### src/rtl/wb_pkg.sv
// Shared definitions for the write-back sequencer: source codes, state encoding, request payload.
package wb_pkg;

   localparam int unsigned SRC_W   = 3;
   localparam int unsigned ADDR_W  = 5;
   localparam int unsigned NUM_SRC = 8;

   // Write-back mux source codes
   localparam logic [SRC_W-1:0] SRC_227   = 3'b000;
   localparam logic [SRC_W-1:0] SRC_LOAD  = 3'b001;
   localparam logic [SRC_W-1:0] SRC_ALU   = 3'b010;
   localparam logic [SRC_W-1:0] SRC_SHL   = 3'b011;
   localparam logic [SRC_W-1:0] SRC_HI    = 3'b100;
   localparam logic [SRC_W-1:0] SRC_LO    = 3'b101;
   localparam logic [SRC_W-1:0] SRC_SHREG = 3'b110;
   localparam logic [SRC_W-1:0] SRC_LT    = 3'b111;

   // Sources produced by multicycle units: load and shift register
   localparam logic [NUM_SRC-1:0] WAIT_MASK_DEFAULT = 8'b0100_0010;

   typedef enum logic [1:0] {
      IDLE  = 2'b00,
      WAIT  = 2'b01,
      WRITE = 2'b10
   } wb_state_t;

   // Latched write-back request: mux select and destination register
   typedef struct packed {
      logic [SRC_W-1:0]  src;
      logic [ADDR_W-1:0] dst;
   } wb_req_t;

   // True when the source must be launched and awaited
   function automatic logic needs_unit(input logic [NUM_SRC-1:0] mask,
                                       input logic [SRC_W-1:0]   src);
      return mask[src];
   endfunction

endpackage

### src/rtl/wb_timeout_cnt.sv
// Watchdog counter: clear has priority over enable; flags the last allowed cycle.
module wb_timeout_cnt #(
   parameter int unsigned TIMEOUT_CYCLES = 64
) (
   input  logic clk,
   input  logic rst_n,
   input  logic clr,
   input  logic en,
   output logic tc_c
);

   localparam int unsigned CNT_W = (TIMEOUT_CYCLES > 2) ? $clog2(TIMEOUT_CYCLES) : 1;
   localparam logic [CNT_W-1:0] LAST = CNT_W'(TIMEOUT_CYCLES - 1);

   logic [CNT_W-1:0] count;

   // Count WAIT cycles since the unit was launched
   always_ff @(posedge clk or negedge rst_n) begin
      if (!rst_n) begin
         count <= '0;
      end else if (clr) begin
         count <= '0;
      end else if (en) begin
         count <= count + CNT_W'(1);
      end
   end

   assign tc_c = (count == LAST);

endmodule

### src/rtl/wb_sequencer.sv
// Write-back sequencer: drives the write-back mux select and register write strobe,
// launching and awaiting multicycle producers under a watchdog.
module wb_sequencer
   import wb_pkg::*;
#(
   parameter int unsigned        TIMEOUT_CYCLES = 64,
   parameter logic [NUM_SRC-1:0] WAIT_MASK      = WAIT_MASK_DEFAULT
) (
   input  logic              clk,
   input  logic              rst_n,
   input  logic              wb_req,
   input  logic [SRC_W-1:0]  wb_src,
   input  logic [ADDR_W-1:0] wb_dst,
   output logic              wb_ack,
   output logic              unit_start,
   input  logic              unit_done,
   input  logic              err_clr,
   output logic [SRC_W-1:0]  data_ctrl,
   output logic              reg_write,
   output logic [ADDR_W-1:0] reg_addr,
   output logic              busy,
   output logic              timeout_err
);

   wb_state_t state_q, state_d;
   wb_req_t   req_q, req_d;
   logic      start_d, write_d, busy_d, err_d;
   logic      cnt_clr, cnt_en, cnt_tc_c;

   wb_timeout_cnt #(
      .TIMEOUT_CYCLES (TIMEOUT_CYCLES)
   ) u_timeout_cnt (
      .clk   (clk),
      .rst_n (rst_n),
      .clr   (cnt_clr),
      .en    (cnt_en),
      .tc_c  (cnt_tc_c)
   );

   // State, latched request and decoded strobes
   always_ff @(posedge clk or negedge rst_n) begin
      if (!rst_n) begin
         state_q     <= IDLE;
         req_q       <= '{src: SRC_ALU, dst: '0};
         unit_start  <= 1'b0;
         reg_write   <= 1'b0;
         busy        <= 1'b0;
         timeout_err <= 1'b0;
      end else begin
         state_q     <= state_d;
         req_q       <= req_d;
         unit_start  <= start_d;
         reg_write   <= write_d;
         busy        <= busy_d;
         timeout_err <= err_d;
      end
   end

   // Next state, acceptance and next values of registered strobes
   always_comb begin
      state_d = state_q;
      req_d   = req_q;
      wb_ack  = 1'b0;
      start_d = 1'b0;
      write_d = 1'b0;
      cnt_clr = 1'b0;
      cnt_en  = 1'b0;
      err_d   = err_clr ? 1'b0 : timeout_err;

      case (state_q)
         IDLE: begin
            wb_ack = wb_req;
            if (wb_req) begin
               req_d   = '{src: wb_src, dst: wb_dst};
               cnt_clr = 1'b1;
               if (needs_unit(WAIT_MASK, wb_src)) begin
                  state_d = WAIT;
                  start_d = 1'b1;
               end else begin
                  state_d = WRITE;
                  write_d = (wb_dst != '0);
               end
            end
         end
         WAIT: begin
            cnt_en = 1'b1;
            // A completing unit beats a coincident timeout
            if (unit_done) begin
               state_d = WRITE;
               write_d = (req_q.dst != '0);
            end else if (cnt_tc_c) begin
               state_d = IDLE;
               err_d   = 1'b1;
            end
         end
         WRITE: begin
            state_d = IDLE;
         end
         default: begin
            state_d = IDLE;
         end
      endcase

      busy_d = (state_d != IDLE);
   end

   assign data_ctrl = req_q.src;
   assign reg_addr  = req_q.dst;

endmodule
### config.mk
export PLATFORM = sky130hd
export DESIGN_NAME = wb_sequencer
export DESIGN_NICKNAME = d
export VERILOG_FILES = /design/src/rtl/wb_pkg.sv /design/src/rtl/wb_timeout_cnt.sv /design/src/rtl/wb_sequencer.sv
export SDC_FILE = /design/constraint.sdc
export NUM_CORES = 1
export LEC_CHECK = 0
export ABC_AREA = 1
export BUFFER_PORTS_ARGS = -buffer_cell sky130_fd_sc_hd__buf_4
export CORE_MARGIN = 3
export CORE_UTILIZATION = 49
export DETAILED_ROUTE_END_ITERATION = 16
export PLACE_DENSITY = 0.76
export SLEW_MARGIN = 20
export SYNTH_ARGS = -nofsm -noshare
export SYNTH_HDL_FRONTEND = slang
export SYNTH_SLANG_ARGS = --single-unit
### constraint.sdc
create_clock -name clk -period 1.2 [get_ports clk]
set_input_delay 0.12 -clock clk [delete_from_list [all_inputs] [get_ports clk]]
set_output_delay 0.12 -clock clk [all_outputs]
set_load 0.005 [all_outputs]
**Yosys cells after proc, flatten, opt, wreduce, memory -nomap -nowiden**

Memory sizes are Yosys's and may differ from the RTL's.
Index checks and enable logic that the tools add are counted.

- Output and inout bits: 13
- Flip-flop bits (word level): 20
- Memories: 1
- ROM bits: 8
- Logic and storage cells: 42
- Input bits: 13

- Order comparisons: 1
- Muxes and demuxes: 23
- Reductions and logical operators: 6
- Add/sub/neg operators: 1
- Equality and inequality tests: 2

Memory list:

| name | words | bits a word | rd ports | clocked after Yosys merged registers in | wr ports | RTL line | RTL |
|---|---|---|---|---|---|---|---|
| (no name shown) | 8 | 1 | 1 | 0 | 0 | wb_pkg.sv:36 | `return mask[src];` |

Operators by type and width:

| kind | number |
|---|---|
| $mux 1 | 15 |
| $mux 6 | 2 |
| $reduce_bool 5->1 | 2 |
| $mux 2 | 4 |
| $add 6x1->6 const B | 1 |
| $eq 6x6->1 const B | 1 |
| $lt 3x4->1 const B | 1 |
| $pmux 2 s2 | 1 |
| $reduce_bool 2->1 | 2 |
| $eq 2x1->1 const B | 1 |
| $logic_not 2->1 | 1 |
| $pmux 1 s2 | 1 |
| $reduce_and 2->1 | 1 |

**Logic depth before layout (Yosys ltp)**

- Depth in word-level cells: 6
- Depth in mapped cells: 8
- Mapped depth without buffers: 8

**Modules after synthesis**

From an unflattened synthesis, not the netlist that was laid out.

- Cells, all modules: 113
- Area total of the unflattened synthesis: 955.9 um2

Modules (own cells, without submodules):

| module | area an instance (um2) | times used | cells each | seq. area each (um2) |
|---|---|---|---|---|
| wb_sequencer | 638.1 | 1 | 71 | 351.6 |
| wb_timeout_cnt | 317.8 | 1 | 42 | 150.1 |

**Least setup slack after synthesis**

Ideal clock, no wire load.

- Path kind: register -> register
- From: register u_timeout_cnt.count[0]
- To: register busy
- Setup slack: 0.113 ns
- Setup time: 0.119 ns
- Cell stages (with the launch flop): 9
- Required time: 1.081 ns
- Arrival: 0.968 ns
- Cells stage by stage: dfrtp_1 ha_1 nand2_2 nor2_4 nand2_2 nand2_2 nand2_2 inv_2 nand2_2

- Word-level cells in the longest chain between the ends: 5

RTL lines:

| what | RTL line | RTL |
|---|---|---|
| start, declared | wb_timeout_cnt.sv:15 | `logic [CNT_W-1:0] count;` |
| start signal, assigned | wb_timeout_cnt.sv:24 | `count <= count + CNT_W'(1);` |
| $eq 6x6->1 | wb_timeout_cnt.sv:28 | `assign tc_c = (count == LAST);` |
| $mux 2 | wb_sequencer.sv:91 | `end else if (cnt_tc_c) begin` |
| $mux 2 | wb_sequencer.sv:88 | `if (unit_done) begin` |
| $pmux 2 s2 | wb_sequencer.sv:70 | `case (state_q)` |
| named net state_d[0] | wb_sequencer.sv:25 | `wb_state_t state_q, state_d;` |
| $reduce_bool 2->1 | wb_sequencer.sv:104 | `busy_d = (state_d != IDLE);` |
| named net busy_d | wb_sequencer.sv:27 | `logic start_d, write_d, busy_d, err_d;` |
| end signal, assigned | wb_sequencer.sv:54 | `busy <= busy_d;` |
| end, declared | wb_sequencer.sv:21 | `output logic busy,` |

The timed path passes the listed nets, and every way through them passes these cells.
A chain may end at the register's enable or synchronous reset.

**Worst setup path after layout**

- From: register state_q[0]
- To: register busy

- Word-level cells in the longest chain between the ends: 4
- Elaborated cells on any way between the ends: 7

RTL lines:

| what | RTL line | RTL |
|---|---|---|
| start, declared | wb_sequencer.sv:25 |  |
| start signal, assigned | wb_sequencer.sv:50 | `state_q <= state_d;` |
| $mux 2 | wb_sequencer.sv:91 |  |
| $mux 2 | wb_sequencer.sv:88 |  |
| $pmux 2 s2 (*) | wb_sequencer.sv:70 |  |
| named net state_d[0] | wb_sequencer.sv:25 |  |
| $reduce_bool 2->1 (*) | wb_sequencer.sv:104 |  |
| named net busy_d | wb_sequencer.sv:27 |  |

Mark *: on every way through the listed nets, which the timed path passes. The rest lies on a longest branch.

==> key figures <==
Worst setup path
  – Critical path class: flip-flop to flip-flop
  – CP Launch Type: flip-flop
  – Most frequent CP cell: nand2_2
  – CP max FO: 4
  – Crit path max-delay cell type: dfrtp_1
  – CP max stage delay: a little under 0.4 ns
  – Cell family with most CP delay: buffers and inverters
  – R2R Path Start: state_q[0]
  – Buf+Inv Stages, Crit Path: 5
  – CP endpoint kind: flip-flop
  – Arr. time, crit path: 1.35 ns
  – Req. time, crit path: 1.40 ns
  – Reg-to-reg endpoint: busy
  – Crit-path cells: inv_2, nand3_4, inv_4, buf_4, buf_4, nand2_2, nand2_2, inv_2, nand2_2
  – R2R setup slack: 0.05 ns
  – Cells on worst reg2reg path: 9

Floorplanning
  – Core area: 0.00175 sq mm
  – IO Pins: 26
  – Die W: 49.4 um
  – Die area: ~0.0024 sq mm
  – Row Count: 15
  – Initial Utilization: a little over half
  – Chip height: slightly below 50 um

Synth
  – FF+latch count, synth: 20
  – Synth cell types: 17
  – Post-Syn Nets: between 100 and 150
  – Yosys warns: 0
  – Avg Cell Area, Syn: just over 8 sq um
  – Syn Inst Count: 111
  – Sequential area share after synthesis: 54.3%
  – Cell area after synthesis: 923 sq um

Cells and area
  – Most common cell after layout, fill and taps aside: buf_4
  – N_diodes: 0
  – Most frequent cells in the layout: 31 x buf_4, 29 x nand2_1, 19 x dfrtp_1
  – Ratio of cells with drive above 1 in the final layout: 36.5%
  – Final net count: 163
  – Area Growth Syn to Fin: 35.1%
  – Final Instance Count excl. Fillers: 173

Timing
  – Final Max Tran Viols: 0
  – Min Tclk post-route: around 1.2 ns
  – Worst slew margin: 83.7%
  – Worst slew pin tran: 0.245 ns
  – Unrepaired setup endpoints after global routing: true
  – Final setup TNS: 0 ns
  – Fmax: 866 MHz
  – Fin. Hold Viols: 0
  – Setup-failing EPs final: 0
  – Worst Skew: 0.00278 ns
  – Final period util: 96.2%

Routing
  – DRT Wirelength: 1.87 mm
  – Pre-antenna DRT Iters: 4
  – Via count: 813
  – DRT iter0 DRCs: 25
  – Final ANT Viol Nets: 0
  – DR vias/cell: 4.70
  – Mean routed wirelength per cell: 10.8 um
  – # DRC: 0

GRT
  – Grt total ovfl: 0
  – First-pass GRT wire length: between 3 and 4 mm
  – Initial antenna violation count: 0
  – Total track usage: between 15 and 20%
  – Vias in the first global route: 806
  – Largest net degree at the start of global routing: 21

Placed design
  – IO buf count: 25
  – Final HPWL DP: 1.40 mm
  – GP Congestion: 0.821
  – Placed Instances: between 150 and 200

Clocking
  – Max clock buf depth: 2
  – CTS Buf Count: 3
  – Skew-Pair Late Insertion Delay: 0.30 ns
  – CTS clk-pin slew, worst paths: 0.11 ns
  – CTS sink cnt: 20
  – CTS tree: done
  – Clk root buf: clkbuf_4
  – H-Tree Depth: 1

Worst hold path
  – Hold_sp: wb_dst[2]
  – WHS Path Cells: 3
  – Worst Hold Class: primary input to flip-flop
  – Worst hold endpoint: reg_addr[2]

Power and ir drop
  – Static leakage: 0.000666 uW
  – Power Dens Cells: 1350 mW/mm^2
  – Maximum vdd ir drop: 794 uV

Status
  – Status: finished clean

Job
  – Maximum capacitance violations: 0
where the power goes:
| group | total (uW) | internal (uW) | switching [uW] |
|---|---|---|---|
| logic | 498 | 265 | 232 |
| clock network | 326 | 129 | 197 |
| registers | 866 | 790 | 75.9 |
| total | 1690 | 1180 | 505 |
worst reg2reg max path, delay by kind of cell (launching register included):
kind / cells / cell delay (ns)
buffers and inverters: 5 / 0.42
DFF: 1 / 0.39
and+or+nand+nor: 4 / 0.25
state kept, by name, indices dropped and copies added (netlist names):
| signal | flops |
|---|---|
| unit_start | 1 |
| timeout_err | 1 |
| data_ctrl | 3 |
| busy | 1 |
| reg_addr | 5 |
| state_q | 2 |
| reg_write | 1 |
| u_timeout_cnt.count | 6 |
cells in the mapped netlist:
cell / count / area [sq um]
nand2_2: 7 / 43.8
nand4_1: 1 / 6.26
nor2_1: 9 / 33.8
dfstp_2: 1 / 26.3
buf_4: 1 / 7.51
a21oi_1: 1 / 5.00
o21ai_1: 9 / 45.0
inv_2: 6 / 22.5
nor3_1: 1 / 5.00
dfrtp_1: 19 / 475
nand3_1: 7 / 35.0
inv_1: 13 / 48.8
nor2_4: 1 / 11.3
o21ai_0: 3 / 15.0
nand2_1: 30 / 113
nand3_4: 1 / 17.5
ha_1: 1 / 12.5
cell families after synthesis:
group | count (synthesis) | synth area share, %
AOI/OAI and AO/OA | 13 | 7.04
adders and majority gates | 1 | 1.35
buffers and inverters | 20 | 8.54
DFF | 20 | 54.3
and+or+nand+nor | 57 | 28.7
how the worst max path moves through the flow:
| stage | startpoint | to | slack (ns) | depth (start not counted) |
|---|---|---|---|---|
| 5_1_grt | u_timeout_cnt.count[1] | busy | -0.03 | 8 |
| 3_3_place_gp | u_timeout_cnt.count[1] | busy | 0.11 | 8 |
| 3_5_place_dp | u_timeout_cnt.count[1] | busy | 0.06 | 8 |
| 6_report | state_q[0] | busy | 0.05 | 9 |
| 2_1_floorplan | u_timeout_cnt.count[0] | busy | 0.11 | 8 |
| 4_1_cts | state_q[0] | wb_ack | 0.05 | 4 |
metrics by stage:
step | worst slack [ns] | area [sq um] | utilization (%) | total power [uW] | hold slack [ns]
global placement | 0.107 | 1150 | 65.9 | 1310 | 0.00829
finish | 0.0454 | 1250 | 71.5 | 1690 | 0.0219
CTS | 0.0521 | 1220 | 70.0 | 1670 | 0.0193
global route | -0.0339 | 1250 | 71.5 | 1790 | 0.0316
detailed placement | 0.0622 | 1150 | 65.9 | 1330 | 0.00936
floorplan | 0.113 | 923 | - | 1080 | -0.176
metal layers:
| metal | vias to the layer above | part of all wire (%) | routed length [um] | GRT usage (%) |
|---|---|---|---|---|
| met5 | - | 0 | 0 | 0 |
| met4 | 0 | 0.75 | 14 | 5.53 |
| met3 | 3 | 3.8 | 72 | 3.06 |
| met2 | 21 | 50 | 929 | 29.9 |
| met1 | 377 | 46 | 857 | 21.2 |
| li1 | 412 | - | - | - |
cell type report:
class                           instances  area [sq um]
Sequential cell                        20           502
Tap cell                               25          31.3
Fill cell                             135           498
Inverter                               19          73.8
Clock buffer                            4          26.3
Multi-Input combinational cell         71           350
Timing Repair Buffer                   34           264
timing repair:
action,in CTS,in global routing
endpoints found under the hold margin,21,0
setup buffers,3,2
gates resized for setup,1,4
pin swaps,1,0
endpoints found under the setup margin,1,5
hold buffers,2,0
(Power assumes the default switching activity.)
